[src/rtl/kart_physics.sv]
// ---------------------------------------------------------------------------
// kart_physics
//   Motion engine for one player. On each frame tick it applies the player's
//   steering and throttle to heading and speed. It then projects a candidate
//   position, looks the candidate up in the terrain ROM, and either commits
//   the move or blocks it. One instance exists per player.
//
// Ports
//   clk          system clock
//   rst          synchronous, active-high reset
//   frame_tick   one-cycle pulse per video frame; starts an update when idle
//   op_code      0/7 idle, 1 fwd, 2 brake/rev, 3 left, 4 right, 5 fwd+left,
//                6 fwd+right
//   boost        raises the forward speed cap to BOOST_SPEED
//   map_addr     terrain ROM address (y*MAP_W + x of the candidate)
//   map_idx      terrain colour index, valid MAP_RD_LAT cycles after map_addr
//   world_x/y    integer world position (pos[15:6])
//   degree       heading in degrees (head_idx*15)
//   speed        signed speed, 1/64 px per tick
//   busy         update in progress
//   update_done  one-cycle pulse when the update is committed
//
// FSM
//   state  | meaning
//   IDLE   | waiting for frame_tick; op_code/boost latched on the tick
//   CTRL   | heading and speed updated from the latched operation
//   MOVE   | candidate position formed, bounds checked, ROM address issued
//   REQ    | first ROM latency cycle; out-of-bounds goes straight to COMMIT
//   WAIT   | remaining ROM latency cycles
//   COMMIT | terrain sampled; position committed or move blocked
// ---------------------------------------------------------------------------
module kart_physics #(
    parameter logic [9:0] START_X     = 10'd15,
    parameter logic [9:0] START_Y     = 10'd125,
    parameter logic [4:0] START_HEAD  = 5'd0,
    parameter logic [9:0] MAP_W       = 10'd320,
    parameter logic [9:0] MAP_H       = 10'd240,
    parameter logic [7:0] ACCEL       = 8'd4,
    parameter logic [7:0] FRICTION    = 8'd2,
    parameter logic [7:0] MAX_SPEED   = 8'd96,
    parameter logic [7:0] BOOST_SPEED = 8'd127,
    parameter logic [3:0] GRASS_IDX   = 4'd1,
    parameter logic [3:0] WALL_IDX    = 4'd5,
    parameter int         MAP_RD_LAT  = 2
) (
    input  logic        clk,
    input  logic        rst,
    input  logic        frame_tick,
    input  logic [2:0]  op_code,
    input  logic        boost,
    output logic [16:0] map_addr,
    input  logic [3:0]  map_idx,
    output logic [9:0]  world_x,
    output logic [9:0]  world_y,
    output logic [8:0]  degree,
    output logic [7:0]  speed,
    output logic        busy,
    output logic        update_done
);

    localparam logic [2:0] S_IDLE   = 3'd0;
    localparam logic [2:0] S_CTRL   = 3'd1;
    localparam logic [2:0] S_MOVE   = 3'd2;
    localparam logic [2:0] S_REQ    = 3'd3;
    localparam logic [2:0] S_WAIT   = 3'd4;
    localparam logic [2:0] S_COMMIT = 3'd5;

    localparam int WAIT_W = 4;

    logic [2:0]        state;
    logic [15:0]       pos_x;
    logic [15:0]       pos_y;
    logic [4:0]        head_idx;
    logic signed [7:0] spd;
    logic              on_grass;
    logic [2:0]        op_q;
    logic              boost_q;
    logic [15:0]       cand_x;
    logic [15:0]       cand_y;
    logic              oob;
    logic [WAIT_W-1:0] wait_cnt;

    // Q1.7 cosine, index in 15 degree steps; 128 needs the ninth bit.
    function automatic logic signed [8:0] cos_q7(input logic [4:0] idx);
        case (idx)
            5'd0:    cos_q7 =  9'sd128;
            5'd1:    cos_q7 =  9'sd124;
            5'd2:    cos_q7 =  9'sd111;
            5'd3:    cos_q7 =  9'sd91;
            5'd4:    cos_q7 =  9'sd64;
            5'd5:    cos_q7 =  9'sd33;
            5'd6:    cos_q7 =  9'sd0;
            5'd7:    cos_q7 = -9'sd33;
            5'd8:    cos_q7 = -9'sd64;
            5'd9:    cos_q7 = -9'sd91;
            5'd10:   cos_q7 = -9'sd111;
            5'd11:   cos_q7 = -9'sd124;
            5'd12:   cos_q7 = -9'sd128;
            5'd13:   cos_q7 = -9'sd124;
            5'd14:   cos_q7 = -9'sd111;
            5'd15:   cos_q7 = -9'sd91;
            5'd16:   cos_q7 = -9'sd64;
            5'd17:   cos_q7 = -9'sd33;
            5'd18:   cos_q7 =  9'sd0;
            5'd19:   cos_q7 =  9'sd33;
            5'd20:   cos_q7 =  9'sd64;
            5'd21:   cos_q7 =  9'sd91;
            5'd22:   cos_q7 =  9'sd111;
            5'd23:   cos_q7 =  9'sd124;
            default: cos_q7 =  9'sd0;
        endcase
    endfunction

    // ---------------------------------------------------------------------
    // Operation decode
    // ---------------------------------------------------------------------
    logic is_fwd;
    logic is_brk;
    logic is_left;
    logic is_right;

    assign is_fwd   = (op_q == 3'd1) || (op_q == 3'd5) || (op_q == 3'd6);
    assign is_brk   = (op_q == 3'd2);
    assign is_left  = (op_q == 3'd3) || (op_q == 3'd5);
    assign is_right = (op_q == 3'd4) || (op_q == 3'd6);

    // ---------------------------------------------------------------------
    // Steering and throttle (used in CTRL)
    // ---------------------------------------------------------------------
    logic [4:0]        head_nxt;
    logic [7:0]        cap8;
    logic signed [9:0] spd_w;
    logic signed [9:0] cap_w;
    logic signed [9:0] acc_w;
    logic signed [9:0] brk_w;
    logic signed [9:0] rev_min_w;
    logic signed [9:0] fric_w;
    logic signed [7:0] spd_nxt;

    assign cap8      = boost_q ? BOOST_SPEED : MAX_SPEED;
    assign cap_w     = on_grass ? $signed({3'b000, cap8[7:1]}) : $signed({2'b00, cap8});
    assign spd_w     = {{2{spd[7]}}, spd};
    assign acc_w     = spd_w + $signed({2'b00, ACCEL});
    assign brk_w     = spd_w - $signed({2'b00, ACCEL});
    assign rev_min_w = -$signed({3'b000, MAX_SPEED[7:1]});
    assign fric_w    = $signed({2'b00, FRICTION});

    always_comb begin
        head_nxt = head_idx;
        if (is_left) begin
            head_nxt = (head_idx == 5'd0) ? 5'd23 : head_idx - 5'd1;
        end else if (is_right) begin
            head_nxt = (head_idx == 5'd23) ? 5'd0 : head_idx + 5'd1;
        end
    end

    // acc_w > cap_w also covers the case where speed already exceeds the
    // cap (e.g. after leaving boost or entering grass): it snaps to the cap.
    always_comb begin
        spd_nxt = spd;
        if (is_fwd) begin
            spd_nxt = (acc_w > cap_w) ? cap_w[7:0] : acc_w[7:0];
        end else if (is_brk) begin
            spd_nxt = (brk_w < rev_min_w) ? rev_min_w[7:0] : brk_w[7:0];
        end else if (spd_w > fric_w) begin
            spd_nxt = spd - FRICTION;
        end else if (spd_w < -fric_w) begin
            spd_nxt = spd + FRICTION;
        end else begin
            spd_nxt = '0;
        end
    end

    // ---------------------------------------------------------------------
    // Candidate position (used in MOVE)
    // ---------------------------------------------------------------------
    logic [4:0]         sin_idx;
    logic signed [8:0]  cos_v;
    logic signed [8:0]  sin_v;
    logic signed [16:0] prod_x;
    logic signed [16:0] prod_y;
    logic signed [16:0] dx;
    logic signed [16:0] dy;
    logic signed [16:0] cand_x_w;
    logic signed [16:0] cand_y_w;
    logic               oob_w;
    logic [16:0]        addr_w;

    // sin(a) = cos(a - 90 deg); 90 deg is six table steps.
    assign sin_idx  = (head_idx >= 5'd6) ? head_idx - 5'd6 : head_idx + 5'd18;
    assign cos_v    = cos_q7(head_idx);
    assign sin_v    = cos_q7(sin_idx);
    assign prod_x   = $signed({{9{spd[7]}}, spd}) * $signed({{8{cos_v[8]}}, cos_v});
    assign prod_y   = $signed({{9{spd[7]}}, spd}) * $signed({{8{sin_v[8]}}, sin_v});
    assign dx       = prod_x >>> 7;
    assign dy       = prod_y >>> 7;
    assign cand_x_w = $signed({1'b0, pos_x}) + dx;
    assign cand_y_w = $signed({1'b0, pos_y}) + dy;

    // Bit 16 set means the candidate went negative.
    assign oob_w = cand_x_w[16] || cand_y_w[16] ||
                   (cand_x_w[15:6] >= MAP_W) || (cand_y_w[15:6] >= MAP_H);

    assign addr_w = ({7'd0, cand_y_w[15:6]} * {7'd0, MAP_W}) + {7'd0, cand_x_w[15:6]};

    // ---------------------------------------------------------------------
    // Sequencer
    // ---------------------------------------------------------------------
    // The ROM address is registered together with the candidate at the end
    // of MOVE, so REQ already counts as the first ROM latency cycle and the
    // data is valid exactly when COMMIT samples it.
    always_ff @(posedge clk) begin
        if (rst) begin
            state       <= S_IDLE;
            pos_x       <= {START_X, 6'b0};
            pos_y       <= {START_Y, 6'b0};
            head_idx    <= START_HEAD;
            spd         <= '0;
            on_grass    <= 1'b0;
            op_q        <= '0;
            boost_q     <= 1'b0;
            cand_x      <= '0;
            cand_y      <= '0;
            oob         <= 1'b0;
            wait_cnt    <= '0;
            map_addr    <= '0;
            busy        <= 1'b0;
            update_done <= 1'b0;
        end else begin
            update_done <= 1'b0;
            case (state)
                S_IDLE: begin
                    if (frame_tick) begin
                        op_q    <= op_code;
                        boost_q <= boost;
                        busy    <= 1'b1;
                        state   <= S_CTRL;
                    end
                end
                S_CTRL: begin
                    head_idx <= head_nxt;
                    spd      <= spd_nxt;
                    state    <= S_MOVE;
                end
                S_MOVE: begin
                    cand_x <= cand_x_w[15:0];
                    cand_y <= cand_y_w[15:0];
                    oob    <= oob_w;
                    if (!oob_w) begin
                        map_addr <= addr_w;
                    end
                    state <= S_REQ;
                end
                S_REQ: begin
                    if (oob || (MAP_RD_LAT <= 1)) begin
                        state <= S_COMMIT;
                    end else begin
                        wait_cnt <= WAIT_W'(MAP_RD_LAT - 2);
                        state    <= S_WAIT;
                    end
                end
                S_WAIT: begin
                    if (wait_cnt == '0) begin
                        state <= S_COMMIT;
                    end else begin
                        wait_cnt <= wait_cnt - 1'b1;
                    end
                end
                S_COMMIT: begin
                    if (oob || (map_idx == WALL_IDX)) begin
                        spd <= '0;
                    end else begin
                        pos_x    <= cand_x;
                        pos_y    <= cand_y;
                        on_grass <= (map_idx == GRASS_IDX);
                    end
                    update_done <= 1'b1;
                    busy        <= 1'b0;
                    state       <= S_IDLE;
                end
                default: begin
                    busy  <= 1'b0;
                    state <= S_IDLE;
                end
            endcase
        end
    end

    // ---------------------------------------------------------------------
    // Outputs
    // ---------------------------------------------------------------------
    assign world_x = pos_x[15:6];
    assign world_y = pos_y[15:6];
    assign speed   = spd;
    // head_idx*15 as (head_idx << 4) - head_idx.
    assign degree  = ({4'd0, head_idx} << 4) - {4'd0, head_idx};

endmodule
[config.mk]
export PLATFORM = sky130hd
export DESIGN_NAME = kart_physics
export DESIGN_NICKNAME = d
export VERILOG_FILES = /design/src/rtl/kart_physics.sv
export SDC_FILE = /design/constraint.sdc
export NUM_CORES = 1
export LEC_CHECK = 0
export CORE_ASPECT_RATIO = 1.4
export CORE_MARGIN = 2
export CORE_UTILIZATION = 57
export CTS_CLUSTER_DIAMETER = 60
export CTS_CLUSTER_SIZE = 14
export DETAILED_ROUTE_END_ITERATION = 8
export GPL_TIMING_DRIVEN = 0
export HOLD_SLACK_MARGIN = 0.02
export PLACE_DENSITY = 0.89
export RECOVER_POWER = 100
export SLEW_MARGIN = 10
export SYNTH_ARGS = -nofsm -noshare
export SYNTH_HDL_FRONTEND = slang
export SYNTH_SLANG_ARGS = --single-unit
[constraint.sdc]
create_clock -name clk -period 9.6 [get_ports clk]
set_input_delay 2.88 -clock clk [delete_from_list [all_inputs] [get_ports clk]]
set_output_delay 2.88 -clock clk [all_outputs]
set_load 0.005 [all_outputs]
==> qor.txt <==
=================================================================================
Number of I/O port buffers .........................................           66
Flop and latch count out of synthesis ..............................          118
Gate count after technology mapping ................................         1690
Die outline width ..................................................       136 µm
Min-Delay Path Class ............................................... flop to flop
Switching part of the total ........................................        0.457
TritonCTS clock tree ...............................................          yes
Critical path fanouts, max .........................................            8
Peak Freq ..........................................................     95.9 MHz
First-pass DRT Iterations ..........................................            8
Peak supply drop ...................................................       530 µV
Sequential share of power ..........................................        0.187
Internal Pwr Total .................................................      1.58 mW
Worst clock skew on the final layout ...............................      11.1 ps
Violated checks .................................................... setup timing
Number of warnings issued by yosys .................................            0
Routed wire length .................................................     48300 µm
Number of H-tree levels ............................................            4
CP Capture Type ....................................................         flop
Net count of the finished layout ...................................         2127
Leakage Power ......................................................      7.88 nW
Synth Cell Area ....................................................    13900 µm²
Buffer levels on the longest clock path ............................            2
Initial antenna violation count ....................................            0
WP data required ...................................................      9940 ps
Area of the core ...................................................    23900 µm²
Routability-driven placement congestion ratio ......................        0.955
Fraction of layout instances using a drive strength above 1 ........        0.175
Clock net sink count ...............................................          118
Vias in the first global route .....................................        14300
Die span in y ......................................................       189 µm
Number of DRC markers after the initial detailed-route iteration ...         1165
Worst setup margin .................................................      -827 ps
Register area share after synthesis ................................        0.170
Fraction of power consumed by combinational cells ..................        0.600
Clock network power share ..........................................        0.213
Starting density of the core .......................................        0.580
Final HPWL DP ......................................................     30400 µm
Slowest library cell on the worst path .............................         fa_1
Arrival time of the worst setup path ...............................     10760 ps
IO Pins ............................................................           67
Root buffer selected by CTS ........................................    clkbuf_16
Worst slack at placement ...........................................     -1420 ps
Site row count .....................................................           67
Vias/cell ..........................................................         6.45
Count of antenna-violating nets left after detailed routing ........            0
Delay of the slowest cell on the worst path ........................       630 ps
Launch instance of the worst register-to-register path ............. head_idx[1]$_SDFFE_PP0P_
Setup CP Type ...................................................... flop to flop
Transition time at the pin with the least slew margin ..............      1150 ps
Run status ......................................................... finished with violations
Total DRC errors in the routed layout ..............................            0
Clock network latency to the later pin of the worst-skew pair ......       460 ps
Setup repair after global routing missed its margin ................          yes
Unique cell type count in the Yosys netlist ........................           91
WL/cell ............................................................      22.2 µm
Worst setup path start ............................................. head_idx[1]$_SDFFE_PP0P_
Share of synthesized registers carrying an async set or reset ......            0
Pin count of the biggest net entering global routing ...............           17
Synthesized Nets ...................................................         1960
Final instance count without filler cells ..........................         2180
Synth Flop Type ....................................................      dfxtp_1
Worst path buffer plus inverter count ..............................            8
Final number of setup-violating endpoints ..........................            6
Cell family with the largest share of critical-path delay ..........  adder cells
Tightest slew margin relative to the limit .........................        0.236
Area overhead of the layout relative to synthesis ..................        23.1%
Count of filler cells inserted in the layout .......................         1641
Register clock-pin slew on the reported worst setup and hold paths .        60 ps
Tot GR Track Use ...................................................        0.354
Number of endpoints with negative hold slack in the final report ...            0
Startpoint of the tightest hold check path ......................... cand_x[4]$_SDFFE_PP0P_
Die ar. ............................................................    25600 µm²
Pwr dens ...........................................................   171 nW/µm²
Switching power ....................................................      1.33 mW
Syn avg cell area ..................................................     8.20 µm²
Remaining global-route overflow ....................................            0
Startpoint Class ...................................................         flop
Number of enable flip-flop cells after synthesis ...................            0
Vias ...............................................................        14100
Max-slew violation count ...........................................            0
Number of buffers added by the clock tree synthesis step ...........           17
Number of maximum-capacitance violations ...........................            0
Antenna cell count .................................................            0
Post-CTS Hold Fix Bufs .............................................            0
Number of cells after detailed placement ...........................         2066
Final hold slack ...................................................       454 ps
Global-route wire length before repair .............................     71000 µm
Period utilization .................................................         1.09
Min cycle time layout ..............................................     10430 ps
=================================================================================
[metrics by stage]
stage / utilization / power (mW) / TNS [ps] / area, µm²
CTS: 0.692 / 2.61 / -165 / 16500
detailed placement: 0.628 / 1.77 / -3900 / 15000
floorplan: - / 1.46 / 0 / 13900
global route: 0.714 / 3.02 / -3310 / 17100
finish: 0.714 / 2.92 / -2270 / 17100
global placement: 0.628 / 1.73 / -3360 / 15000
[power groups by stage]
stage	Clock [mW]	Sequential, mW	Combinational, mW
floorplan	0	0.548	0.912
global placement	0	0.553	1.18
detailed placement	0	0.554	1.22
CTS	0.608	0.543	1.46
global route	0.633	0.547	1.84
finish	0.622	0.545	1.75
[final timing paths]
check | endpoint | cells past startpoint | slack, ps
max | map_addr[16]$_SDFFE_PP0P_ | 41 | -830
min | cand_x[4]$_SDFFE_PP0P_ | 2 | 450
max reg2reg | map_addr[16]$_SDFFE_PP0P_ | 41 | -830
min reg2reg | cand_x[4]$_SDFFE_PP0P_ | 2 | 450
[synth_stat cells, types with 34 or more instances]
library cell  count  share of area
ha_1            137           0.12
o21ai_0          57          0.021
nor2_1          110          0.030
fa_1            122           0.18
clkbuf_1         54          0.015
and2_1           73          0.033
nand3_1          34          0.012
a21oi_1         121          0.044
dfxtp_1         118           0.17
nor3_1           42          0.015
nand2_1         231          0.063
xnor2_1          63          0.040
inv_1           170          0.046
[layout by cell type (no fill, tap or decap), drive strengths merged, types with 9 or more instances in the layout]
cell type	synthesis	layout
xnor2	63	63
ha	137	137
dfxtp	118	118
dlygate4sd3	0	44
and3	13	13
mux2i	19	19
nor3	43	43
clkbuf	57	90
o21ai	65	65
nand2b	15	15
nor2	110	110
nand3	34	34
buf	33	100
a31oi	11	11
o211ai	16	16
a211oi	33	33
a21oi	121	121
nor4	9	9
o21a	11	11
nand2	232	232
and2	73	73
a21o	27	27
xor2	15	15
nor2b	16	16
inv	171	174
fa	122	122
clkdlybuf4s50	0	22
[routing by layer]
| metal | GRT usage | wire (µm) | vias up |
|---|---|---|---|
| met2 | 0.613 | 23300 | 990 |
| met5 | 0 | 0 | - |
| met1 | 0.358 | 15400 | 6590 |
| met3 | 0.0821 | 4470 | 411 |
| met4 | 0.290 | 5170 | 0 |
| li1 | - | - | 6060 |
[cell type report]
cell class | instances | area, µm² | share of cell area
plain buffers | 89 | 549 | 0.0322
clock buffers | 19 | 443 | 0.0259
clock inverters | 13 | 95.1 | 0.00557
inverters | 171 | 668 | 0.0391
multi-input cells | 1312 | 11200 | 0.659
flip-flops and latches | 118 | 2370 | 0.139
well taps | 310 | 388 | 0.0227
repair buffers | 148 | 1300 | 0.0762
[sequential cells by signal (all words and copies together), names as in the netlist, 5 cells and up]
register	cells
cand_x	16
cand_y	16
cos_v	9
head_idx	5
map_addr	17
pos_x	16
pos_y	16
speed	8
[cell families (layout without fill, tap and decap cells)]
| family | Yosys count | in the layout | share of synthesized area |
|---|---|---|---|
| flip-flops | 118 | 118 | 0.170 |
| XOR/XNOR | 79 | 79 | 0.0509 |
| AND/OR/NAND/NOR | 585 | 586 | 0.202 |
| buffers and inverters | 261 | 440 | 0.0811 |
| adder cells (fa/ha/maj) | 259 | 259 | 0.300 |
| AO/OA/AOI/OAI | 361 | 361 | 0.174 |
| multiplexers | 27 | 27 | 0.0213 |
[tightest hold or removal path, cell delays in order (launching register included)]
cell,delay (ps)
dfxtp_1,310
nand2_1,50
a21oi_1,50
[what timing repair did]
| action | in CTS | in global routing |
|---|---|---|
| hold endpoints to repair | 0 | 0 |
| setup buffers | 50 | 31 |
| gates resized for setup | 129 | 80 |
| pin swaps | 48 | 58 |
| setup endpoints to repair | 7 | 4 |
| cloned | 2 | 0 |
No activity file was read; power rests on OpenSTA's default activity.
